$ cat src/rtl/tlu_fifo_arbiter.sv
// tlu_fifo_arbiter: merges the TLU trigger/timestamp word stream and NUM_CH
// first-word-fall-through readout channels into one 32-bit output FIFO.
// A one-entry TLU holding register always has priority over the channels. A
// FIFO_PREEMPT_REQ_FLAG pulse blocks channel grants until the TLU word has
// been written, or until PREEMPT_TIMEOUT cycles pass (0 = wait forever).
// Optional build macro: TLU_FIFO_ARB_RR_EN selects round-robin channel
// arbitration; without it the lowest valid channel index always wins.
module tlu_fifo_arbiter #(
  parameter int unsigned NUM_CH          = 4,
  parameter int unsigned PREEMPT_TIMEOUT = 255
) (
  input  logic                   i_clk,
  input  logic                   i_reset,
  input  logic                   i_tlu_fifo_write,
  input  logic [31:0]            i_tlu_fifo_data,
  input  logic                   i_fifo_preempt_req_flag,
  input  logic [32*NUM_CH-1:0]   i_ch_data,
  input  logic [NUM_CH-1:0]      i_ch_valid,
  output logic [NUM_CH-1:0]      o_ch_read_c,
  input  logic                   i_out_full,
  output logic                   o_out_write,
  output logic [31:0]            o_out_data,
  output logic                   o_preempt_active,
  output logic                   o_tlu_overflow,
  output logic                   o_preempt_timeout_error
);

  localparam int unsigned DW = 32;
  localparam int unsigned IW = (NUM_CH > 1) ? $clog2(NUM_CH) : 1;
  localparam int unsigned TW = (PREEMPT_TIMEOUT > 0) ? $clog2(PREEMPT_TIMEOUT + 1) : 1;

  typedef enum logic {
    ST_ARB     = 1'b0,
    ST_PREEMPT = 1'b1
  } state_t;

  state_t          r_state;
  logic [TW-1:0]   r_cnt;
  logic            r_hold_valid;
  logic [DW-1:0]   r_hold_data;

  logic            w_hold_grant;
  logic            w_hold_load;
  logic            w_ch_en;
  logic            w_ch_found;
  logic            w_ch_grant;
  logic [IW-1:0]   w_ch_idx;
  logic [DW-1:0]   w_ch_data;
  logic [NUM_CH-1:0] w_ch_onehot;

`ifdef TLU_FIFO_ARB_RR_EN
  logic [IW-1:0]   r_rr_ptr;

  // Round-robin pick: first valid channel at or above the pointer, else wrap to the lowest.
  always_comb begin
    w_ch_found  = 1'b0;
    w_ch_idx    = '0;
    w_ch_data   = '0;
    w_ch_onehot = '0;
    for (int k = 0; k < NUM_CH; k++) begin
      if (!w_ch_found && i_ch_valid[k] && (IW'(k) >= r_rr_ptr)) begin
        w_ch_found  = 1'b1;
        w_ch_idx    = IW'(k);
        w_ch_data   = i_ch_data[DW*k +: DW];
        w_ch_onehot = NUM_CH'(1) << k;
      end
    end
    for (int k = 0; k < NUM_CH; k++) begin
      if (!w_ch_found && i_ch_valid[k]) begin
        w_ch_found  = 1'b1;
        w_ch_idx    = IW'(k);
        w_ch_data   = i_ch_data[DW*k +: DW];
        w_ch_onehot = NUM_CH'(1) << k;
      end
    end
  end

  // Pointer moves one past the granted channel after every channel grant.
  always_ff @(posedge i_clk) begin
    if (i_reset) begin
      r_rr_ptr <= '0;
    end else if (w_ch_grant) begin
      if (32'(w_ch_idx) == NUM_CH - 1) r_rr_ptr <= '0;
      else                             r_rr_ptr <= w_ch_idx + IW'(1);
    end
  end
`else
  // Fixed priority pick: lowest valid channel index wins.
  always_comb begin
    w_ch_found  = 1'b0;
    w_ch_idx    = '0;
    w_ch_data   = '0;
    w_ch_onehot = '0;
    for (int k = 0; k < NUM_CH; k++) begin
      if (!w_ch_found && i_ch_valid[k]) begin
        w_ch_found  = 1'b1;
        w_ch_idx    = IW'(k);
        w_ch_data   = i_ch_data[DW*k +: DW];
        w_ch_onehot = NUM_CH'(1) << k;
      end
    end
  end
`endif

  // Grant decision: held TLU word first, channels only in ARB with nothing held.
  always_comb begin
    w_hold_grant = r_hold_valid && !i_out_full;
    w_hold_load  = i_tlu_fifo_write && (!r_hold_valid || w_hold_grant);
    w_ch_en      = !i_reset && !i_out_full && !r_hold_valid && (r_state == ST_ARB);
    w_ch_grant   = w_ch_en && w_ch_found;
    o_ch_read_c  = w_ch_grant ? w_ch_onehot : '0;
  end

  // Output register, TLU hold register, sticky errors and preemption FSM.
  always_ff @(posedge i_clk) begin
    if (i_reset) begin
      o_out_write             <= 1'b0;
      o_out_data              <= '0;
      o_preempt_active        <= 1'b0;
      o_tlu_overflow          <= 1'b0;
      o_preempt_timeout_error <= 1'b0;
      r_hold_valid            <= 1'b0;
      r_hold_data             <= '0;
      r_state                 <= ST_ARB;
      r_cnt                   <= '0;
    end else begin
      o_out_write <= w_hold_grant || w_ch_grant;
      if (w_hold_grant)    o_out_data <= r_hold_data;
      else if (w_ch_grant) o_out_data <= w_ch_data;

      if (w_hold_load) begin
        r_hold_valid <= 1'b1;
        r_hold_data  <= i_tlu_fifo_data;
      end else if (w_hold_grant) begin
        r_hold_valid <= 1'b0;
      end

      if (i_tlu_fifo_write && !w_hold_load) o_tlu_overflow <= 1'b1;

      case (r_state)
        ST_ARB: begin
          if (i_fifo_preempt_req_flag) begin
            r_state          <= ST_PREEMPT;
            o_preempt_active <= 1'b1;
            r_cnt            <= TW'(PREEMPT_TIMEOUT);
          end
        end
        ST_PREEMPT: begin
          if (w_hold_grant) begin
            r_state          <= ST_ARB;
            o_preempt_active <= 1'b0;
          end else if (i_fifo_preempt_req_flag) begin
            r_cnt <= TW'(PREEMPT_TIMEOUT);
          end else if (PREEMPT_TIMEOUT != 0) begin
            r_cnt <= r_cnt - TW'(1);
            if (r_cnt == TW'(1)) begin
              r_state                 <= ST_ARB;
              o_preempt_active        <= 1'b0;
              o_preempt_timeout_error <= 1'b1;
            end
          end
        end
        default: begin
          r_state          <= ST_ARB;
          o_preempt_active <= 1'b0;
        end
      endcase
    end
  end

endmodule

$ cat config.mk
export PLATFORM = sky130hd
export DESIGN_NAME = tlu_fifo_arbiter
export DESIGN_NICKNAME = d
export VERILOG_FILES = /design/src/rtl/tlu_fifo_arbiter.sv
export SDC_FILE = /design/constraint.sdc
export NUM_CORES = 1
export LEC_CHECK = 0
export CORE_MARGIN = 2
export CORE_UTILIZATION = 41
export CTS_CLUSTER_SIZE = 14
export DETAILED_ROUTE_END_ITERATION = 16
export GPL_TIMING_DRIVEN = 0
export PLACE_DENSITY = 0.93
export SLEW_MARGIN = 20
export SYNTH_ARGS = -nofsm -noshare
export SYNTH_HDL_FRONTEND = slang
export SYNTH_SLANG_ARGS = --single-unit
$ cat constraint.sdc
create_clock -name i_clk -period 1.9 [get_ports i_clk]
set_input_delay 0.285 -clock i_clk [delete_from_list [all_inputs] [get_ports i_clk]]
set_output_delay 0.285 -clock i_clk [all_outputs]
set_load 0.005 [all_outputs]
==> metrics.txt <==
Mean Syn Cell Area=7.81 um^2; startpoint types=flop; Post-synth top flop=dfxtp_1; status=finished, final reports clean; Area contributors post-synth=dfxtp_1, a21oi_1, nand2_1; number of distinct library cells after synthesis=43; Mapped Cells=530; reg2reg path depth=7; Final min period=1.82 ns; Min-Delay Path Class=flop to flop; synth cell count leaders=nand2_1, a21oi_1, dfxtp_1; power per cell area=637 nW/um^2; top-count cell post-synth=nand2_1; met3 Use GR=6.52%; flop-to-flop setup slack=0.08 ns; Yosys top cell by area=dfxtp_1; leak pwr=2.57 nW; grt met2 use=51.4%; fraction of registers with async set/reset=0%; Critical Path AT=2.09 ns; Remaining Overflow, GRT=0; post-synth net total=701; slew margin rel.=49.6%; CTS Hold Bufs=0; DP Wirelength=12.7 mm; port bufs=206; total power draw=4.23 mW; GP Congestion=0.896; EDFF count, synth=0; Total Wirelength=16.7 mm; share of layout cells above drive strength 1=7.53%; Clock Pin Slew Worst Setup and Hold Paths=0.08 ns; Peak Freq=0.550 GHz; fillers=806; Synth top area share=37.7%; clk sinks=78; Starting Density=42.4%; post-route ant nets=0; initial antenna violation count=0; Most Crowded Layer GR=met2; Vias/cell=5.64; Crit Path Category=flop to flop; Final Hold Viols=0; Area Growth Syn to Fin=60.5%; worst-skew pair later-pin latency=0.35 ns; n_diodes=0; first-pass GRT wire length=25.7 mm; die area=10,900 um^2; number of synthesis warnings=0; Worst VDD drop=0.525 mV; Top Ports=209; DR pass1 iterations=5; hold path start=r_hold_data[25]$_SDFFE_PP0P_; wire length per cell=18.8 um; Die Wd=104 um; total number of vias=5,021; CTS tree=built; Final nets=923; cell area after synthesis=4140 um^2; Max Cap Viol=0; Setup Viol. Count Final=0; area of the core=9770 um^2; Yosys reg bits=78; RSZ-0062 raised after global routing=false; r2r endpoint=r_hold_data[29]$_SDFFE_PP0P_; DRC viols=0; Clock Root Buffer=clkbuf_8; total negative setup slack=0 ns; iteration-0 DRC count of the detailed router=382; GRT Total Usage=29.7%; worst r2r src=r_hold_valid$_SDFFE_PP0P_; largest net degree at the start of global routing=15; Num CTS Buffers=9; die height=104 um; CP endpoint kind=flop; worst-path fanout max=10; FP Rows=36; vias in the first global route=5,191; Tightest Pin Transition=0.756 ns; hold depth=2; CTS H-Tree Depth=3; met1 Track Usage GR=34.4%; Worst Path Required=2.17 ns; Slew Limit Fails=0; fin crit share=95.6%; final setup skew=0.00680 ns; post-synthesis sequential area ratio=37.7%; Clock Tree Buf Depth=2; hold worst-path end=r_hold_data[25]$_SDFFE_PP0P_
[through the flow]
stage	area, um^2	worst slack, ns	hold slack (ns)	cells	utilization, %
2_1_floorplan	4140	0.344	0.402	530	-
6_report	6640	0.0831	0.456	890	68.0
5_1_grt	6640	0.00186	0.480	890	68.0
3_5_place_dp	6370	-0.837	0.444	869	65.2
3_3_place_gp	6370	-0.805	0.437	869	65.2
4_1_cts	6640	0.000376	0.454	891	67.9
[sequential cells by signal (all words and copies together) (netlist names)]
register                 count
o_out_data                  32
r_hold_data                 32
r_cnt                        8
o_out_write                  1
o_preempt_active             1
o_preempt_timeout_error      1
o_tlu_overflow               1
r_hold_valid                 1
r_state                      1
[placed cells by master, fill, tap and decap left out, types with 15 or more instances in the layout]
cell	count
dfxtp_1	77
and3b_1	27
nor2_1	22
clkbuf_1	15
o211ai_1	25
nand2b_1	28
a32o_1	25
nand2_1	105
a21oi_1	87
clkdlybuf4s50_1	198
[repair_timing]
item                                    CTS  global route
hold endpoints to repair                  0             0
pin swaps                                 1             1
endpoints found under the setup margin   30            34
setup buffers                             6             0
gates resized for setup                  21            15
gates cloned                              0             0
[worst max-delay path: stages (launching register included)]
cell and delay (ns):
dfxtp_4 0.36, buf_4 0.16, nand2_1 0.07, and2_1 0.12, clkbuf_1 0.35, clkbuf_1 0.41
nand2_1 0.12, a21oi_1 0.14
[metal layers]
layer,wire [um],part of all wire (%)
met2,8120,49
met4,644,3.8
met1,6540,39
met3,1430,8.5
met5,0,0
[final cells by class]
| class | instances | area [um^2] | area share [%] |
|---|---|---|---|
| multi-input combinational | 395 | 2350 | 35.3 |
| timing repair buffer | 212 | 2090 | 31.5 |
| sequential | 78 | 1570 | 23.6 |
| buffer | 47 | 231 | 3.48 |
| tap | 133 | 166 | 2.50 |
| clock buffer | 10 | 138 | 2.07 |
| clock inverter | 6 | 70.1 | 1.05 |
| inverter | 9 | 33.8 | 0.508 |
[logic make-up (layout without fill, tap and decap cells)]
kind of cell / count (synthesis) / after routing / synth area share [%]
XOR/XNOR: 4 / 4 / 0.846
AO/OA/AOI/OAI: 171 / 171 / 27.0
flip-flops: 78 / 78 / 37.7
AND/OR/NAND/NOR: 218 / 218 / 27.7
adder cells (fa/ha/maj): 2 / 2 / 0.604
buffers and inverters: 57 / 284 / 6.07
[how the worst max path moves through the flow]
stage / from / endpoint
2_1_floorplan: r_cnt[0]$_SDFFE_PP0P_ / o_preempt_active$_SDFFE_PP0P_
3_3_place_gp: i_ch_valid[3] / o_ch_read_c[3]
3_5_place_dp: i_ch_valid[3] / o_ch_read_c[3]
4_1_cts: i_ch_valid[1] / o_ch_read_c[2]
5_1_grt: r_hold_valid$_SDFFE_PP0P_ / r_hold_data[17]$_SDFFE_PP0P_
6_report: r_hold_valid$_SDFFE_PP0P_ / r_hold_data[29]$_SDFFE_PP0P_
[where the power goes]
part,internal (mW),total (mW),leakage (nW),switching (mW)
registers,1.75,1.83,0.643,0.0775
clock network,0.649,1.29,0.0951,0.640
logic,0.638,1.11,1.83,0.475
total,3.04,4.23,2.57,1.19
Power figures use the tool's default switching activity.
